==> config.mk <==
export PLATFORM = sky130hd
export DESIGN_NAME = alu_datapath
export DESIGN_NICKNAME = d
export VERILOG_FILES = /design/src/rtl/typedefs_pkg.sv /design/src/rtl/alu.sv /design/src/rtl/mux.sv /design/src/rtl/register_bank.sv /design/src/rtl/alu_datapath.sv
export SDC_FILE = /design/constraint.sdc
export NUM_CORES = 1
export LEC_CHECK = 0
export CAP_MARGIN = 20
export CORE_MARGIN = 5
export CORE_UTILIZATION = 35
export CTS_BUF_LIST = sky130_fd_sc_hd__clkbuf_4
export DETAILED_ROUTE_END_ITERATION = 12
export PLACE_DENSITY = 0.52
export SETUP_SLACK_MARGIN = 0.1
export SLEW_MARGIN = 5
export SYNTH_ARGS = -nofsm -noshare
export SYNTH_HDL_FRONTEND = slang
export SYNTH_SLANG_ARGS = --single-unit
export TNS_END_PERCENT = 5
==> constraint.sdc <==
create_clock -name clk -period 8.1 [get_ports clk]
set_clock_uncertainty 0.2 [all_clocks]
set_input_delay 0.81 -clock clk [delete_from_list [all_inputs] [get_ports clk]]
set_output_delay 0.81 -clock clk [all_outputs]
set_load 0.01 [all_outputs]
==> src/rtl/typedefs_pkg.sv <==
// Shared types for the execute datapath: ALU operation encoding.
package typedefs_pkg;

  // ALU operation select; the numeric order is part of the instruction
  // decode contract and must not be reordered.
  typedef enum logic [3:0] {
    ALU_AND  = 4'd0,
    ALU_OR   = 4'd1,
    ALU_ADD  = 4'd2,
    ALU_XOR  = 4'd3,
    ALU_SUB  = 4'd4,
    ALU_SLT  = 4'd5,
    ALU_SLTU = 4'd6,
    ALU_SLL  = 4'd7,
    ALU_SRL  = 4'd8,
    ALU_SRA  = 4'd9
  } aluop_sel_t;

  // Shift amounts are always taken from the low five bits of operand 2.
  localparam int unsigned SHAMT_W = 5;

endpackage

==> src/rtl/alu.sv <==
// Integer ALU for RV32I register/immediate ops. Carry, borrow and
// overflow are discarded; unused operation codes produce zero.
module alu
  import typedefs_pkg::*;
#(
  parameter int DWIDTH = 32
) (
  input  aluop_sel_t        alu_sel,
  input  logic [DWIDTH-1:0] src1,
  input  logic [DWIDTH-1:0] src2,
  output logic [DWIDTH-1:0] res,
  output logic              res_is_0
);

  logic signed [DWIDTH-1:0] src1_s;
  logic signed [DWIDTH-1:0] src2_s;
  logic        [SHAMT_W-1:0] shamt;

  assign src1_s = src1;
  assign src2_s = src2;
  assign shamt  = src2[SHAMT_W-1:0];

  // Operation decode; comparisons return a single LSB.
  always_comb begin
    res = '0;
    case (alu_sel)
      ALU_AND:  res = src1 & src2;
      ALU_OR:   res = src1 | src2;
      ALU_ADD:  res = src1 + src2;
      ALU_XOR:  res = src1 ^ src2;
      ALU_SUB:  res = src1 - src2;
      ALU_SLT:  res = DWIDTH'(src1_s < src2_s);
      ALU_SLTU: res = DWIDTH'(src1 < src2);
      ALU_SLL:  res = src1 << shamt;
      ALU_SRL:  res = src1 >> shamt;
      ALU_SRA:  res = src1_s >>> shamt;
      default:  res = '0;
    endcase
  end

  assign res_is_0 = (res == '0);

endmodule

==> src/rtl/mux.sv <==
// Generic N-input one-hot-free selector; out-of-range selects yield zero.
module mux #(
  parameter int N_INPUTS = 2,
  parameter int DWIDTH   = 32,
  localparam int SW      = (N_INPUTS > 1) ? $clog2(N_INPUTS) : 1
) (
  input  logic [N_INPUTS-1:0][DWIDTH-1:0] in_data,
  input  logic [SW-1:0]                   sel,
  output logic [DWIDTH-1:0]               out_data
);

  // Pick the input whose index matches the select.
  always_comb begin
    out_data = '0;
    for (int i = 0; i < N_INPUTS; i++) begin
      if (sel == SW'(i)) begin
        out_data = in_data[i];
      end
    end
  end

endmodule

==> src/rtl/register_bank.sv <==
// Register file: 2**AWIDTH words, two combinational read ports, one
// synchronous write port. Register 0 is hard-wired to zero.
// Optional macro DATAPATH_FWD_EN: a write in flight is forwarded to any
// read port addressing the same register in the same cycle.
module register_bank #(
  parameter int AWIDTH = 3,
  parameter int DWIDTH = 32
) (
  input  logic              clk,
  input  logic              rst,
  input  logic [AWIDTH-1:0] raddr1,
  input  logic [AWIDTH-1:0] raddr2,
  input  logic [AWIDTH-1:0] waddr,
  input  logic [DWIDTH-1:0] wdata,
  input  logic              wen,
  output logic [DWIDTH-1:0] rdata1,
  output logic [DWIDTH-1:0] rdata2
);

  localparam int NREGS = 2 ** AWIDTH;

  logic [DWIDTH-1:0] regs_q [NREGS];

  // Reset clears every word; otherwise store write data, ignoring address 0.
  always_ff @(posedge clk) begin
    if (rst) begin
      for (int i = 0; i < NREGS; i++) begin
        regs_q[i] <= '0;
      end
    end else if (wen && (waddr != '0)) begin
      regs_q[waddr] <= wdata;
    end
  end

`ifdef DATAPATH_FWD_EN
  logic fwd_vld;
  assign fwd_vld = wen && !rst && (waddr != '0);

  // Read ports with bypass of the write currently being presented.
  always_comb begin
    rdata1 = '0;
    rdata2 = '0;
    if (raddr1 != '0) begin
      rdata1 = (fwd_vld && (raddr1 == waddr)) ? wdata : regs_q[raddr1];
    end
    if (raddr2 != '0) begin
      rdata2 = (fwd_vld && (raddr2 == waddr)) ? wdata : regs_q[raddr2];
    end
  end
`else
  // Read ports return stored contents only; address 0 always reads zero.
  always_comb begin
    rdata1 = '0;
    rdata2 = '0;
    if (raddr1 != '0) begin
      rdata1 = regs_q[raddr1];
    end
    if (raddr2 != '0) begin
      rdata2 = regs_q[raddr2];
    end
  end
`endif

endmodule

==> src/rtl/alu_datapath.sv <==
// Execute datapath: register file feeding an ALU, with operand 2 chosen
// between read port 2 and an external constant/immediate.
// Optional macro DATAPATH_FWD_EN enables write-to-read forwarding in the
// register file; the default build reads stored contents only.
module alu_datapath
  import typedefs_pkg::*;
#(
  parameter int AWIDTH = 3,
  parameter int DWIDTH = 32
) (
  input  logic              clk,
  input  logic              rst,
  input  logic [AWIDTH-1:0] raddr1,
  input  logic [AWIDTH-1:0] raddr2,
  input  logic [AWIDTH-1:0] waddr,
  input  logic [DWIDTH-1:0] wdata,
  input  logic              wen,
  input  aluop_sel_t        alu_sel,
  input  logic              mux_sel,
  input  logic [DWIDTH-1:0] some_const,
  output logic [DWIDTH-1:0] rdata1,
  output logic [DWIDTH-1:0] rdata2,
  output logic [DWIDTH-1:0] src2,
  output logic [DWIDTH-1:0] res,
  output logic              res_is_0
);

  logic [1:0][DWIDTH-1:0] op2_cand;

  register_bank #(
    .AWIDTH (AWIDTH),
    .DWIDTH (DWIDTH)
  ) u_register_bank (
    .clk    (clk),
    .rst    (rst),
    .raddr1 (raddr1),
    .raddr2 (raddr2),
    .waddr  (waddr),
    .wdata  (wdata),
    .wen    (wen),
    .rdata1 (rdata1),
    .rdata2 (rdata2)
  );

  // Index 0 is the register operand, index 1 the immediate.
  assign op2_cand[0] = rdata2;
  assign op2_cand[1] = some_const;

  mux #(
    .N_INPUTS (2),
    .DWIDTH   (DWIDTH)
  ) u_mux (
    .in_data  (op2_cand),
    .sel      (mux_sel),
    .out_data (src2)
  );

  alu #(
    .DWIDTH (DWIDTH)
  ) u_alu (
    .alu_sel  (alu_sel),
    .src1     (rdata1),
    .src2     (src2),
    .res      (res),
    .res_is_0 (res_is_0)
  );

endmodule

== After elaboration in Yosys (flattened, before gate mapping) ==
Memory sizes are Yosys's and may differ from the RTL's.
Index checks and enable logic that the tools add are counted.
W data, S select, Z words.
Operators by class
  add/subtract/negate cells: 2
  multiply operators: 0
  div/mod/pow operators: 0
  order comparisons: 2
  equality and inequality tests: 9
  shift-type cells: 3
  mux-type cells: 12
  bitwise logic cells: 3
  reductions and logical operators: 7
Operator list (number)
  $pmux W32 S10: 1
  $mux W32: 4
  $lt A32 B32 Y1: 2
  $add A32 B32 Y32: 1
  $and A32 B32 Y32: 1
  $logic_not A32 Y1: 1
  $or A32 B32 Y32: 1
  $reduce_or A32 Y1: 1
  $shl A32 B5 Y32: 1
  $shr A32 B5 Y32: 1
  $sshr A32 B5 Y32: 1
  $sub A32 B32 Y32: 1
  $xor A32 B32 Y32: 1
  $eq A4 B3 Y1 const B: 4
  $reduce_bool A3 Y1: 3
  $eq A4 B2 Y1 const B: 2
  $eq A4 B4 Y1 const B: 2
  $mux W1: 6
  $eq A4 B1 Y1 const B: 1
  $logic_not A4 Y1: 1
  $mux W3: 1
  $logic_and A1 B1 Y1: 1
Word-level totals
  bits in registers: 0
  bits in latches: 0
  RAM bits: 256
  bits in read-only memories: 0
  bits of input ports: 81
  output and inout port bits: 129
  word-level logic and storage cells: 39
  memories kept: 1
Memory list
  u_register_bank.regs_q: words 8, width 32, read ports 2, clocked after Yosys merged registers in 0, write ports 8, line register_bank.sv:22  | logic [DWIDTH-1:0] regs_q [NREGS];

== Longest topological paths before layout ==
Gate-level depths: netlist of run 1.
  depth after elaboration: 7
  depth in mapped cells: 25
  depth with buffers taken out: 19

== Modules after synthesis ==
From an unflattened synthesis of run 1, not the netlist that was laid out.
Unflattened totals
  cells, all modules: 2255
  area, all modules: 22302.6 µm²
By module, submodules not included
  register_bank: times used 1, cells an instance 881, area an instance 12067.8 µm², seq. area each 6726.5 µm²
  alu: times used 1, cells an instance 1338, area an instance 9690.5 µm², seq. area each 0.0 µm²
  mux: times used 1, cells an instance 36, area an instance 544.3 µm², seq. area each 0.0 µm²

== Worst setup path after synthesis of run 1 ==
Ideal clock, no wire load.
  kind: in2out
  from: in raddr2[0]
  to: out res_is_0
  arrival time: 6.934 ns
  data required time: 7.090 ns
  path slack: 0.156 ns
  cell stages on the path: 25
  buffers on the path: 6
  cell sequence: buf_2 -> buf_2 -> and3b_1 -> a211oi_1 -> o31a_1 -> inv_2 -> buf_2 -> buf_2 -> buf_2 -> buf_1 -> ha_1 -> inv_1 -> fa_1 -> o21bai_1 -> a21oi_1 -> o31a_1 -> or3_1 -> a21oi_1 -> a21boi_0 -> a221oi_1 -> a21oi_1 -> or3_1 -> or4_1 -> or4_1 -> nor4_2
On the way
  word-level cells in the longest chain between the ends: 6
  elaborated cells between the ends (all ways): 16
  classes of those cells: 2 x add/sub; 2 x order compare; 3 x shift; 3 x mux; 3 x bitwise; 2 x reduce/logical; 1 x memory
Ends and longest elaborated chain
  from (decl): line alu_datapath.sv:14  | input logic [AWIDTH-1:0] raddr2,
  $mem_v2 Z8 W32 / $reduce_bool A3 Y1 (equally long branches)
  $mux W32 *: line register_bank.sv:58  | if (raddr2 != '0) begin
  $mux W32 *: line mux.sv:16  | if (sel == SW'(i)) begin
  via src2[0]: line alu_datapath.sv:23  | output logic [DWIDTH-1:0] src2,
  $sub A32 B32 Y32 (tied with other cells): line alu.sv:31  | ALU_SUB: res = src1 - src2;
  $pmux W32 S10 *: line alu.sv:26  | case (alu_sel)
  via res[20]: line alu_datapath.sv:24  | output logic [DWIDTH-1:0] res,
  $logic_not A32 Y1 *: line alu.sv:41  | assign res_is_0 = (res == '0);
  to (decl): line alu_datapath.sv:25  | output logic res_is_0
Mark *: on every way through the listed nets, which the timed path passes. The rest lies on a longest branch.

== Worst setup path after layout of run 1 ==
  from: in raddr2[0]
  to: out res_is_0
On the way
  word-level cells in the longest chain between the ends: 6
  elaborated cells between the ends (all ways): 16
  classes of those cells: 2 x add/sub; 2 x order compare; 3 x shift; 3 x mux; 3 x bitwise; 2 x reduce/logical; 1 x memory
Ends and longest elaborated chain (line)
  $mem_v2 Z8 W32 / $reduce_bool A3 Y1 (equally long branches)
  $mux W32 *: register_bank.sv:58
  $mux W32 *: mux.sv:16
  $sub A32 B32 Y32 (tied with other cells): alu.sv:31
  $pmux W32 S10 *: alu.sv:26
  $logic_not A32 Y1 *: alu.sv:41
Mark *: on every way between the ends. The rest lies on a longest branch, timed or not.

==> results of run 1 <==
## kinds of logic (layout without fill, tap and decap cells)
group	after synthesis	after routing
compound gates	774	774
simple gates	723	723
buf+inv	320	786
mux	255	255
flops	225	225
fa+ha+maj	100	100
xor+xnor	10	10
other cells	1	5
## Yosys cell counts (all sizes together) (46+ instances only)
master / count
edfxtp: 225
inv: 121
mux2: 87
buf: 71
o211ai: 46
mux2i: 106
clkbuf: 122
and2: 253
mux4: 62
ha: 98
nand2: 160
nor2: 140
o21ai: 114
a21oi: 196
a211oi: 67
## stage by stage
stage                     setup slack, ns  power [mW]  util (%)  std cells  cell area (µm²)
after floorplan                     0.156        2.63         -       2408            22000
after global placement             -0.328        3.96      44.0       3626            27200
after detailed placement           -0.246        3.95      44.0       3627            27200
after CTS                           0.113        4.84      45.0       3711            27900
after global routing                0.320        5.08      45.0       3712            27900
final                               0.529        4.87      45.1       3715            27900
## routing by layer
layer	GRT usage (%)	wire length [µm]
met4	16.3	6970
met2	51.2	51000
met5	0	14
met1	45.4	49200
met3	6.13	9940
## worst max-delay path: stages
cell,delay (ns)
buf_4,0.17
buf_12,0.17
buf_4,0.14
buf_4,0.29
mux4_2,0.55
a21oi_1,0.17
buf_4,0.16
o21a_1,0.23
ha_1,0.28
buf_4,0.21
a21o_1,0.19
a21oi_1,0.27
o22ai_1,0.14
a211o_1,0.29
a21oi_1,0.17
o211ai_1,0.19
xnor2_1,0.22
o2111ai_1,0.17
nor4_2,0.38
or4b_1,0.49
or4_1,0.43
nor4_2,0.21
dlymetal6s2s_1,0.20
## repair_timing
action	CTS	global route
hold endpoints to repair	0	0
endpoints found under the setup margin	1	1
gates resized for setup	6	4
pin swaps	0	1
## worst paths after layout
kind,endpoint,slack (ns),depth (start not counted)
worst max-delay path,res_is_0,0.53,23
worst min-delay path,u_register_bank.regs_q[0][0]$_SDFFCE_PN0P_,0.70,1
## power breakdown
group / switching, mW / internal (mW)
Sequential: 0.0398 / 1.36
Clock: 0.441 / 0.432
Combinational: 1.56 / 1.04
Total: 2.04 / 2.83
## area by class of cell
class	count	area [µm²]	share of cell area [%]
clock buffers	71	533	1.91
flip-flops and latches	225	6760	24.2
clock inverters	13	75.1	0.269
multi-input cells	1863	14000	50.0
repair buffers	575	5040	18.1
inverters	127	477	1.71
diodes	4	10.0	0.0359
well taps	837	1050	3.75
==> impl_metrics.env, run 1 <==
export IMPL_drv_slew=0
export IMPL_finalHoldViolCount=0
export IMPL_rsz0062_at_grt="false"
export IMPL_synth_xor_area_share_pct=0.398
export IMPL_cts_tree="yes"
export IMPL_worst_pin_slew_ns=1.14
export IMPL_root_buffer="clkbuf_4"
export IMPL_async_reset_ff_share_pct=0
export IMPL_grt_pass1_wl_mm=167
export IMPL_wire_per_inst_um=31.5
export IMPL_synth_ff_type="edfxtp_1"
export IMPL_p_leak_nw=11.2
export IMPL_port_buffers=209
export IMPL_final_common_cell="buf_4"
export IMPL_grt_overflow_total=0
export IMPL_synth_compound_area_share_pct=24.3
export IMPL_worstHoldStart="rst"
export IMPL_die_h_um=261
export IMPL_syn_inst=2408
export IMPL_postRouteAntennaNets=0
export IMPL_die_area_mm2=0.0679
export IMPL_htree_num_levels=2
export IMPL_rows=91
export IMPL_gp_congestion=1.09
export IMPL_grt_pass1_vias=22524
export IMPL_postRouteWirelength_mm=117
export IMPL_drive_gt1_share_pct=22.2
export IMPL_top_register="u_register_bank.regs_q"
export IMPL_clock_sinks=225
export IMPL_hold_path_class="input pin to flip-flop"
export IMPL_synth_top_cell_area_share_pct=30.7
export IMPL_path_max_fanout=20
export IMPL_die_w_um=261
export IMPL_synthesis_nets=2589
export IMPL_pin_count=210
export IMPL_vias_per_cell=6.14
export IMPL_synth_mux_area_share_pct=15.7
export IMPL_cts_buffer_depth=3
export IMPL_yosys_area_share_simple_pct=17.0
export IMPL_areaGrowthSynthToFinish_pct=26.9
export IMPL_dr_pass1_iters=5
export IMPL_cap_violations=0
export IMPL_critPathArrivalTime_ns=6.56
export IMPL_grt_antenna_before_repair=6
export IMPL_largest_reg_flops=225
export IMPL_status="complete, no violations"
export IMPL_synth_top_family_by_area="compound AO/OA/AOI/OAI gates"
export IMPL_start_kind="input pin"
export IMPL_drc=0
export IMPL_cts_setup_buffers=0
export IMPL_n_fill_cell=6184
export IMPL_final_net_count=3024
export IMPL_cp_startpoint="raddr2[0]"
export IMPL_crit_required_ns=7.09
export IMPL_period_share_pct=93.5
export IMPL_core_area_mm2=0.0619
export IMPL_drtIter0Drc=2481
export IMPL_cts_hold_buf=0
export IMPL_top_regs="u_register_bank.regs_q: 225 flops"
export IMPL_period_minus_slack_ns=7.57
export IMPL_yosysWarnings=0
export IMPL_start_util_pct=35.5
export IMPL_setup_viol=0
export IMPL_cp_end_kind="output port"
export IMPL_netlist_area_mm2=0.0220
export IMPL_grt_max_degree=62
export IMPL_clkSlewWorstSetupHoldPaths_ns=0.08
export IMPL_vias=22813
export IMPL_synth_seq_cells=225
export IMPL_path_class="input pin to output port"
export IMPL_seq_area_frac_synth_pct=30.7
export IMPL_synth_fa_ha_area_share_pct=5.76
export IMPL_cts_buffers=51
export IMPL_power_density_mw_per_mm2=175
export IMPL_synth_top_area_cell="edfxtp_1"
export IMPL_tns_ns=0
export IMPL_synth_edff_count=225
export IMPL_synthTopCellsByArea="edfxtp_1, and2_1, mux4_2, ha_1, mux2i_1"
export IMPL_worst_slew_margin_rel_pct=24.1
export IMPL_fmax_mhz=132
export IMPL_ir_drop_uv=143
export IMPL_mostFrequentLayoutCells="buf_4, and2_1, edfxtp_1"
export IMPL_yosysUniqueCellTypes=91
export IMPL_grt_usage_pct=33.4
export IMPL_whs_ns=0.702
export IMPL_postSynthAreaPerCell_um2=9.13
export IMPL_hpwlAfterDp_mm=91.9
(Power assumes the default switching activity.)
==> run 2: changes to the inputs <==
Settings changed: CAP_MARGIN 20 to unset, CTS_CLUSTER_SIZE set to 24.
==> run 2 against run 1 <==
Effect of this change: core utilization is essentially flat; via count fell by 0.19%; first-iteration DRC count up 6.3%; critical path depth did not move; setup slack improved by 0.015 ns; global-route usage hardly changed; non-clock buffer count stayed put; largest cell class unchanged; highest routed layer unchanged.
==> impl_metrics.env, run 2 (same netlist as run 1, synthesis figures left out) <==
export IMPL_root_buffer="clkbuf_4"
export IMPL_ir_drop_uv=130
export IMPL_cts_buffers=49
export IMPL_worst_pin_slew_ns=1.29
export IMPL_cap_violations=0
export IMPL_critical_path_most_common_cell="buf_4"
export IMPL_setup_viol=0
export IMPL_port_buffers=209
export IMPL_power_density_mw_per_mm2=174
export IMPL_top_register="u_register_bank.regs_q"
export IMPL_largest_reg_flops=225
export IMPL_worstHoldStart="rst"
export IMPL_cts_tree="yes"
export IMPL_final_net_count=3022
export IMPL_min_to="u_register_bank.regs_q[0][0]$_SDFFCE_PN0P_"
export IMPL_start_kind="input pin"
export IMPL_die_w_um=261
export IMPL_met1_usage_pct=46.0
export IMPL_start_util_pct=35.5
export IMPL_crit_required_ns=7.09
export IMPL_gp_congestion=1.09
export IMPL_worst_slew_margin_rel_pct=13.7
export IMPL_finalCoreUtilization_pct=45.1
export IMPL_path_max_fanout=20
export IMPL_status="complete, no violations"
export IMPL_grt_pass1_vias=22526
export IMPL_drc=0
export IMPL_finalPower_mw=4.86
export IMPL_die_area_mm2=0.0679
export IMPL_fin_cells=3712
export IMPL_vias=22769
export IMPL_clkSlewWorstSetupHoldPaths_ns=0.08
export IMPL_grt_busiest_layer="met2"
export IMPL_top_regs="u_register_bank.regs_q: 225 flops"
export IMPL_cts_hold_buf=0
export IMPL_place_area_mm2=0.0272
export IMPL_die_h_um=261
export IMPL_clock_sinks=225
export IMPL_grt_pass1_wl_mm=167
export IMPL_grt_usage_pct=33.4
export IMPL_grt_met3_usage_pct=4.69
export IMPL_hold_depth=1
export IMPL_path_cells="buf_4 -> buf_12 -> buf_4 -> buf_4 -> mux4_2 -> a21oi_1 -> buf_4 -> o21a_1 -> ha_1 -> buf_4 -> a21o_1 -> a21oi_1 -> o22ai_1 -> a211o_1 -> a21oi_1 -> o211ai_1 -> xnor2_1 -> o2111ai_1 -> nor4_2 -> or4b_1 -> or4_1 -> nor4_2 -> dlymetal6s2s_1"
export IMPL_mostFrequentLayoutCells="buf_4, and2_1, edfxtp_1"
export IMPL_dr_pass1_iters=6
export IMPL_grt_antenna_before_repair=3
export IMPL_areaGrowthSynthToFinish_pct=26.9
export IMPL_finalHoldViolCount=0
export IMPL_grt_max_degree=62
export IMPL_globalRouteMet2Util_pct=52.6
export IMPL_hpwlAfterDp_mm=91.8
export IMPL_fmax_mhz=132
export IMPL_cts_buffer_depth=3
export IMPL_postRouteWirelength_mm=118
export IMPL_period_minus_slack_ns=7.56
export IMPL_period_share_pct=93.3
export IMPL_whs_ns=0.724
export IMPL_vias_per_cell=6.13
export IMPL_critPathArrivalTime_ns=6.55
export IMPL_pin_count=210
export IMPL_cp_end_kind="output port"
export IMPL_cpPeakStageDelay_ns=0.55
export IMPL_core_area_mm2=0.0619
export IMPL_htree_num_levels=2
export IMPL_p_leak_nw=11.2
export IMPL_hold_path_class="input pin to flip-flop"
export IMPL_path_class="input pin to output port"
export IMPL_postRouteAntennaNets=0
export IMPL_rows=91
export IMPL_n_fill_cell=6199
export IMPL_drtIter0Drc=2637
export IMPL_final_common_cell="buf_4"
export IMPL_dp_cells=3626
export IMPL_drive_gt1_share_pct=22.5
export IMPL_wire_per_inst_um=31.7
export IMPL_fin_area_mm2=0.0279
export IMPL_drv_slew=0
export IMPL_grt_overflow_total=0
export IMPL_rsz0062_at_grt="false"
export IMPL_crit_path_top_delay_cell="mux4_2"
## run 2: cell types whose count changed in the layout (fill, tap and decap cells not counted), moves of 2 or more
cell       change
clkbuf_4       +3
a2111oi_0      -2
diode_2        -2
clkinv_1       -3
## run 2: final cells by class
cell class,count,area (µm²),share of cell area (%)
repair buffers,575,5040,18.1
inverters,127,477,1.71
flip-flops and latches,225,6760,24.2
clock buffers,74,556,1.99
well taps,837,1050,3.75
clock inverters,9,33.8,0.121
multi-input cells,1863,14000,50.1
diodes,2,5.00,0.0179
## run 2: critical path: cells and delay by family
family	cells	cell delay, ns
AO/OA/AOI/OAI	9	1.80
AND/OR/NAND/NOR	4	1.51
buffers and inverters	7	1.33
multiplexers	1	0.55
adder cells (fa/ha/maj)	1	0.28
XOR/XNOR	1	0.24
## run 2: worst max-delay path by stage
stage	from	end	slack, ns	cells past startpoint
2_1_floorplan	raddr2[0]	res_is_0	0.16	25
3_3_place_gp	raddr1[1]	res_is_0	-0.33	22
3_5_place_dp	raddr1[1]	res_is_0	-0.16	20
4_1_cts	raddr1[1]	res_is_0	0.12	23
5_1_grt	raddr1[1]	res_is_0	0.38	22
6_report	raddr2[0]	res_is_0	0.54	23
## run 2: where the power goes
part | switching, mW | leakage [nW] | internal (mW) | total (mW)
Combinational | 1.56 | 8.70 | 1.05 | 2.61
Clock | 0.436 | 0.357 | 0.413 | 0.849
Sequential | 0.0406 | 2.16 | 1.36 | 1.40
Total | 2.04 | 11.2 | 2.82 | 4.86
## run 2: per-layer routing
layer  wire, µm  part of all wire (%)  up-vias
met5         13                 0.011        -
met1      49900                    42    11332
li1           -                     -    10005
met2      52400                    45     1217
met4       6100                   5.2        2
met3       9140                   7.8      213
## run 2: repair_timing
action / CTS / global route
pin swaps: 0 / 1
endpoints found under the setup margin: 1 / 1
resized for setup: 6 / 11
hold endpoints to repair: 0 / 0
setup buffers: 0 / 1
## run 2: stage by stage
step	TNS, ns	worst slack, ns
floorplan	0	0.156
global placement	-0.328	-0.328
detailed placement	-0.157	-0.157
CTS	0	0.122
global route	0	0.384
finish	0	0.544
